===== src/rtl/alu_issue.sv =====
// Issue/writeback controller for the alu block: registers one request, holds it on
// the ALU operand interface until alu_valid or watchdog expiry, then returns the result.
module alu_issue #(
  parameter int N            = 32,
  parameter int WIDTH_OPCODE = 4,
  parameter int TAG_W        = 4,
  parameter int TIMEOUT      = 64
) (
  input  logic                    clk,
  input  logic                    rst,
  input  logic                    in_valid,
  output logic                    in_ready,
  input  logic [WIDTH_OPCODE-1:0] in_opcode,
  input  logic [N-1:0]            in_a,
  input  logic [N-1:0]            in_b,
  input  logic [N-1:0]            in_imm,
  input  logic [TAG_W-1:0]        in_tag,
  output logic                    enable_alu,
  output logic [WIDTH_OPCODE-1:0] opcode,
  output logic [N-1:0]            dataA,
  output logic [N-1:0]            dataB,
  output logic [N-1:0]            data_imm,
  input  logic                    alu_valid,
  input  logic                    alu_zero,
  input  logic [N-1:0]            alu_data,
  output logic                    out_valid,
  input  logic                    out_ready,
  output logic [N-1:0]            out_data,
  output logic                    out_zero,
  output logic [1:0]              out_err,
  output logic [TAG_W-1:0]        out_tag,
  output logic [15:0]             ok_count,
  output logic [15:0]             err_count
);

  localparam int WD_W = $clog2(TIMEOUT + 1);

  typedef enum logic [1:0] {
    S_IDLE = 2'd0,
    S_EXEC = 2'd1,
    S_RESP = 2'd2
  } state_t;

  state_t                  r_state;
  state_t                  w_state_nxt;
  logic [WD_W-1:0]         r_wd;
  logic                    r_enable;
  logic [WIDTH_OPCODE-1:0] r_opcode;
  logic [N-1:0]            r_a;
  logic [N-1:0]            r_b;
  logic [N-1:0]            r_imm;
  logic                    r_out_valid;
  logic [N-1:0]            r_out_data;
  logic                    r_out_zero;
  logic [1:0]              r_out_err;
  logic [TAG_W-1:0]        r_out_tag;
  logic [15:0]             r_ok_count;
  logic [15:0]             r_err_count;

  logic                    w_legal;
  logic                    w_accept;
  logic                    w_capture;
  logic                    w_timeout;
  logic                    w_handshake;

  always_comb begin
    w_legal = 1'b0;
    case (in_opcode)
      4'b0000, 4'b0001, 4'b0010, 4'b0011, 4'b0100,
      4'b0101, 4'b0110, 4'b1001, 4'b1011: w_legal = 1'b1;
      default:                            w_legal = 1'b0;
    endcase
  end

  assign in_ready = (r_state == S_IDLE) && !rst;

  // alu_valid is checked before the watchdog so a result on the final cycle wins.
  always_comb begin
    w_state_nxt = r_state;
    w_accept    = 1'b0;
    w_capture   = 1'b0;
    w_timeout   = 1'b0;
    w_handshake = 1'b0;
    case (r_state)
      S_IDLE: begin
        if (in_valid) begin
          w_accept    = 1'b1;
          w_state_nxt = w_legal ? S_EXEC : S_RESP;
        end
      end
      S_EXEC: begin
        if (alu_valid) begin
          w_capture   = 1'b1;
          w_state_nxt = S_RESP;
        end else if (r_wd == WD_W'(TIMEOUT - 1)) begin
          w_timeout   = 1'b1;
          w_state_nxt = S_RESP;
        end
      end
      S_RESP: begin
        if (out_ready) begin
          w_handshake = 1'b1;
          w_state_nxt = S_IDLE;
        end
      end
      default: w_state_nxt = S_IDLE;
    endcase
  end

  always_ff @(posedge clk) begin
    if (rst) begin
      r_state     <= S_IDLE;
      r_wd        <= '0;
      r_enable    <= 1'b0;
      r_opcode    <= '0;
      r_a         <= '0;
      r_b         <= '0;
      r_imm       <= '0;
      r_out_valid <= 1'b0;
      r_out_data  <= '0;
      r_out_zero  <= 1'b0;
      r_out_err   <= '0;
      r_out_tag   <= '0;
      r_ok_count  <= '0;
      r_err_count <= '0;
    end else begin
      r_state     <= w_state_nxt;
      r_enable    <= (w_state_nxt == S_EXEC);
      r_out_valid <= (w_state_nxt == S_RESP);

      if (w_accept) begin
        r_opcode  <= in_opcode;
        r_a       <= in_a;
        r_b       <= in_b;
        r_imm     <= in_imm;
        r_out_tag <= in_tag;
        r_wd      <= '0;
        if (!w_legal) begin
          r_out_data <= '0;
          r_out_zero <= 1'b0;
          r_out_err  <= 2'd1;
        end
      end else if (r_state == S_EXEC) begin
        r_wd <= r_wd + WD_W'(1);
      end

      if (w_capture) begin
        r_out_data <= alu_data;
        r_out_zero <= alu_zero;
        r_out_err  <= 2'd0;
      end else if (w_timeout) begin
        r_out_data <= '0;
        r_out_zero <= 1'b0;
        r_out_err  <= 2'd2;
      end

      if (w_handshake) begin
        if (r_out_err == 2'd0) r_ok_count  <= r_ok_count + 16'd1;
        else                   r_err_count <= r_err_count + 16'd1;
      end
    end
  end

  assign enable_alu = r_enable;
  assign opcode     = r_opcode;
  assign dataA      = r_a;
  assign dataB      = r_b;
  assign data_imm   = r_imm;
  assign out_valid  = r_out_valid;
  assign out_data   = r_out_data;
  assign out_zero   = r_out_zero;
  assign out_err    = r_out_err;
  assign out_tag    = r_out_tag;
  assign ok_count   = r_ok_count;
  assign err_count  = r_err_count;

endmodule


===== config.mk =====
export PLATFORM = sky130hd
export DESIGN_NAME = alu_issue
export DESIGN_NICKNAME = d
export VERILOG_FILES = /design/src/rtl/alu_issue.sv
export SDC_FILE = /design/constraint.sdc
export NUM_CORES = 1
export LEC_CHECK = 0
export BUFFER_PORTS_ARGS = -buffer_cell sky130_fd_sc_hd__buf_2
export CAP_MARGIN = 20
export CORE_UTILIZATION = 46
export CTS_BUF_LIST = sky130_fd_sc_hd__clkbuf_16
export DETAILED_ROUTE_END_ITERATION = 7
export MAX_ROUTING_LAYER = met4
export PLACE_DENSITY = 0.77
export SLEW_MARGIN = 20
export SYNTH_ARGS = -nofsm -noshare
export SYNTH_HDL_FRONTEND = slang
export SYNTH_SLANG_ARGS = --single-unit

===== constraint.sdc =====
create_clock -name clk -period 2.4 [get_ports clk]
set_clock_uncertainty 0.15 [all_clocks]
set_input_delay 0 -clock clk [delete_from_list [all_inputs] [get_ports clk]]
set_output_delay 0 -clock clk [all_outputs]
set_load 0.005 [all_outputs]

# --- After elaboration in Yosys (flattened, before gate mapping) ---
# Memories as Yosys holds them, arrays and structs flattened.
# Index checks and enable logic that the tools add are counted.
# Widths: inputs -> output; s select.
word_totals:
  reg_bits: 182
  rom_bits: 16
  mem_count: 1
  output_inout_bits: 174
memory_table:
  columns: ["memory", "words", "word_bits", "rd", "rd_clocked_by_memory_dff", "write_ports", "line_no", "rtl"]
  rows:
  - ["(no name shown)", 16, 1, 1, 0, 0, "68", "case (in_opcode)"]
op_classes:
  reduce_logical: 14
  eq_ne: 7
  bitwise: 2
  n_addsub: 3
  mux: 26
ops:
  columns: ["cell", "n"]
  rows:
  - ["$mux 32", 4]
  - ["$add 16x1->16 const B", 2]
  - ["$mux 2", 8]
  - ["$mux 1", 13]
  - ["$reduce_and 2->1", 5]
  - ["$add 7x1->7 const B", 1]
  - ["$eq 7x6->1 const B", 1]
  - ["$pmux 2 s3", 1]
  - ["$eq 2x1->1 const B", 2]
  - ["$eq 2x2->1 const B", 2]
  - ["$logic_not 2->1", 2]
  - ["$reduce_or 2->1", 2]
  - ["$ne 3x1->1 const B", 1]
  - ["$reduce_bool 3->1", 1]
  - ["$reduce_or 3->1", 1]
  - ["$ne 2x1->1 const B", 1]
  - ["$not 1->1", 2]
  - ["$reduce_bool 2->1", 1]
  - ["$logic_and 1x1->1", 1]
  - ["$logic_not 1->1", 1]

# --- Logic depth before layout (Yosys ltp) ---
logic_depth:
  word_depth: 6
  mapped_depth: 7

# --- Least setup slack after synthesis ---
# OpenSTA, ideal clock, no wires.
synth_path:
  kind: "flip-flop to flip-flop"
  startpoint: "register r_state[0]"
  endpoint: "register r_out_data[10], in the netlist out_data[10]"
  path_stages_with_launch: 8
  arrival_time_ps: 1660
  synth_period_minus_slack_ps: 1927
  setup_ps: 117
  slack_ps: 473
  path_cell_list: "dfxtp_1 > buf_6 > or3b_1 > buf_2 > nor3_2 > a211oi_1 > buf_2 > a22o_1"
synth_via:
  elab_chain_len: 4
synth_rtl:
  columns: ["element", "line_no", "rtl"]
  rows:
  - ["start: declaration", "44", "state_t r_state;"]
  - ["start signal: assignment", "127", "r_state <= w_state_nxt;"]
  - ["$eq 2x1->1 / $logic_not 2->1 (equally long branches)", "84", "case (r_state)"]
  - ["$mux 1", "84", null]
  - ["$ne 3x1->1 (no line) (tied with other cells)", null, null]
  - ["$reduce_and 2->1 (no line) / $mux 32 (equally long branches)", null, null]
  - ["end signal: assignment", "148", "r_out_data <= alu_data;"]
  - ["end: declaration", "53", "logic [N-1:0] r_out_data;"]
# Parallel ways exist; a longest one is shown, timed or not.
# A chain may end at the register's enable or synchronous reset.

# --- Worst setup path in the final report ---
layout_path:
  startpoint: "register r_state[1]"
  endpoint: "register r_a[23], in the netlist dataA[23]"
layout_via:
  elab_chain_len: 2
layout_rtl:
  columns: ["element", "line_no", "rtl"]
  rows:
  - ["$logic_not 2->1", "84", null]
  - ["$mux 1", "84", null]
  - ["end signal: assignment", "133", "r_a <= in_a;"]
  - ["end: declaration", "49", "logic [N-1:0] r_a;"]
# No other way between the ends.

==> out/qor.txt <==
status = completed
critical-path cell with the highest stage delay = dfxtp_1
Top delay family on crit path = buffers and inverters
final core utilization = 76.5%
Die Y = 121 um
Avg Vias per Cell = 5.26
area of the mapped netlist = 6560 um^2
Setup TNS = 0 ns
Tot GR Track Use = 33.2%
Yosys Warn Count = 0
FP Rows = 43
core footprint = 13900 um^2
internal power = 5.21 mW
Final GP Congestion = 0.814
CTS H-tree depth = 4
total grt overflow = 0
number of nets in the layout = 1371
via count = 7482
Routed WL per cell = 16.8 um
register area share after synthesis = 55.5%
critical path's largest stage delay = 0.58 ns
clk root buf = clkbuf_16
Final Hold Viols = 0
FF-to-FF Start = r_state[1]
detailed-route DRC error count = 0
Hold WC Path Type = in2reg
max-cap violation count = 0
DP HPWL = 12.6 mm
crit path buf inv count = 2
Post-synth EDFFs = 0
vias in the first global route = 7541
Yosys reg bits = 182
top cell type's share of synthesized area = 55.5%
Syn Inst Count = 760
fmax = 440 MHz
fin. max-slew vios = 0
Comb pwr share = 14.4%
initial antenna violation count = 3
Initial Util = 47.3%
Worst Max-Slew Pin Slew = 0.589 ns
clk_lat worst skew = 0.43 ns
critical path cell sequence = or3b_4 > buf_4 > nand2_1 > a21oi_1 > dlygate4sd3_1
reg2reg path depth = 5
Clock Pin Slew Worst Setup and Hold Paths = 0.07 ns
beginning of the worst hold path = alu_data[8]
ys async rst share = 0%
worst slack, placed = 0.298 ns
final period utilization = 94.7%
clk buf depth = 2
Sw Ratio = 25.6%
most common cell after layout, fill and taps aside = buf_2
ratio of cells with drive above 1 in the final layout = 29.4%
final setup fails = 0
Main synth FF type = dfxtp_1
Hold Path Stages = 3
Avg Synthesized Cell Area = 8.63 um^2
crit-path max FO = 31
fin worst setup slack = 0.126 ns
R2R setup slack = 0.13 ns
worst hold endpoint = out_data[8]
Post-CTS Setup Bufs = 0
leak pwr = 4.95 nW
full die area = 14700 um^2
Worst VDD drop = 827 uV
total net switching power = 1.79 mW
port buffer count = 315
CTS sink count = 182
CP required = 2.62 ns
Layout area overhead = 61.8%
largest cells by area after synthesis = dfxtp_1 (56%), nand2_1 (13%), a21oi_1 (9.3%)
chip width = 121 um
CP Launch Type = flop
kind of critical path = reg2reg
largest net degree at the start of global routing = 109
CP endpoint kind = flop
Ports = 316
RSZ-0062 raised after global routing = false
WL final = 23.9 mm
TritonCTS Buffers = 17
Synth cell types = 43
max_slew headroom = 60.7%
sequential share of power = 46.5%
CTS tree = built
Antenna Nets Post-Route = 0
P per Cell Area = 660 nW/um^2
most frequent cells in the layout = buf_2 (314), nand2_1 (225), dfxtp_1 (182)
Reg-to-Reg End = dataA[23]
area leader, netlist = dfxtp_1
First DRT Iteration DRCs = 581
DRT Pass-1 Iters = 5
first-pass GRT wire length = 36.6 mm
critical path arrival = 2.49 ns
min cycle time layout = 2.27 ns
clock network fraction of design power = 39.2%
syn_nets = 905
worst max-delay path by stage:
stage	startpoint	end	slack, ns	cells after the start
2_1_floorplan	r_state[0]	out_data[10]	0.47	7
3_3_place_gp	r_state[1]	err_count[15]	0.34	4
3_5_place_dp	r_state[1]	err_count[15]	0.30	4
4_1_cts	r_state[1]	opcode[3]	0.14	5
5_1_grt	r_state[1]	dataA[23]	0.05	5
6_report	r_state[1]	dataA[23]	0.13	5
power groups by stage:
| stage | Combinational [mW] | Clock (mW) | Sequential (mW) |
|---|---|---|---|
| after detailed placement | 0.719 | 0 | 3.31 |
| after global placement | 0.710 | 0 | 3.30 |
| final | 1.01 | 2.75 | 3.26 |
| after global routing | 1.09 | 2.91 | 3.27 |
| after CTS | 0.952 | 2.77 | 3.24 |
| after floorplan | 0.340 | 0 | 3.32 |
routing by layer:
metal	vias to the layer above	global-route usage, %	part of all wire (%)
li1	3506	-	-
met1	3456	34.1	37
met5	-	-	0
met3	121	8.27	7.6
met4	0	20.8	5.2
met2	399	56.5	50
worst reg2reg max path: stages (launching register included):
cell           delay (ns)
dfxtp_1              0.58
or3b_4               0.25
buf_4                0.33
nand2_1              0.15
a21oi_1              0.19
dlygate4sd3_1        0.57
synthesized netlist by cell type (4+ instances only):
library cell / count
a21oi_1: 122
a22o_1: 33
and3_1: 4
buf_2: 11
clkbuf_1: 35
dfxtp_1: 182
nand2_1: 225
nand3_1: 11
nand4_1: 10
nor2_1: 30
nor3_1: 4
o21ai_0: 13
o31ai_1: 4
or3_1: 13
or4_1: 4
xnor2_1: 6
xor2_1: 15
registers in the layout, indices dropped and copies added, names as in the netlist:
| register | flops |
|---|---|
| dataA | 32 |
| dataB | 32 |
| data_imm | 32 |
| enable_alu | 1 |
| err_count | 16 |
| ok_count | 16 |
| opcode | 4 |
| out_data | 32 |
| out_err | 2 |
| out_tag | 4 |
| out_valid | 1 |
| out_zero | 1 |
| r_state | 2 |
| r_wd | 7 |
cells by family after synthesis:
| family | synth area share [%] |
|---|---|
| simple gates | 21.4 |
| flops | 55.5 |
| compound gates | 16.1 |
| buf+inv | 3.30 |
| xor+xnor | 2.80 |
| fa+ha+maj | 0.572 |
| mux | 0.324 |
what timing repair did:
| item | CTS | global route |
|---|---|---|
| hold endpoints to repair | 148 | 0 |
| gates resized for setup | 0 | 2 |
| setup endpoints to repair | 0 | 2 |
| hold buffers | 172 | 0 |
stage by stage:
step	cells	cell area [um^2]	power, mW	hold slack, ns
2_1_floorplan	760	6560	3.66	-0.0504
3_3_place_gp	1215	8300	4.01	0.0592
3_5_place_dp	1215	8300	4.03	0.0614
4_1_cts	1419	10600	6.96	0.148
5_1_grt	1422	10600	7.26	0.181
6_report	1422	10600	7.01	0.179
cell type report:
type | instances | area [um^2]
diodes | 3 | 7.51
clock buffers | 17 | 425
clock inverters | 15 | 151
fillers | 905 | 3270
inverters | 1 | 3.75
multi-input cells | 527 | 2730
flip-flops and latches | 182 | 3640
well taps | 180 | 225
repair buffers | 497 | 3430
Note: power is estimated with default switching activity, not from simulation.
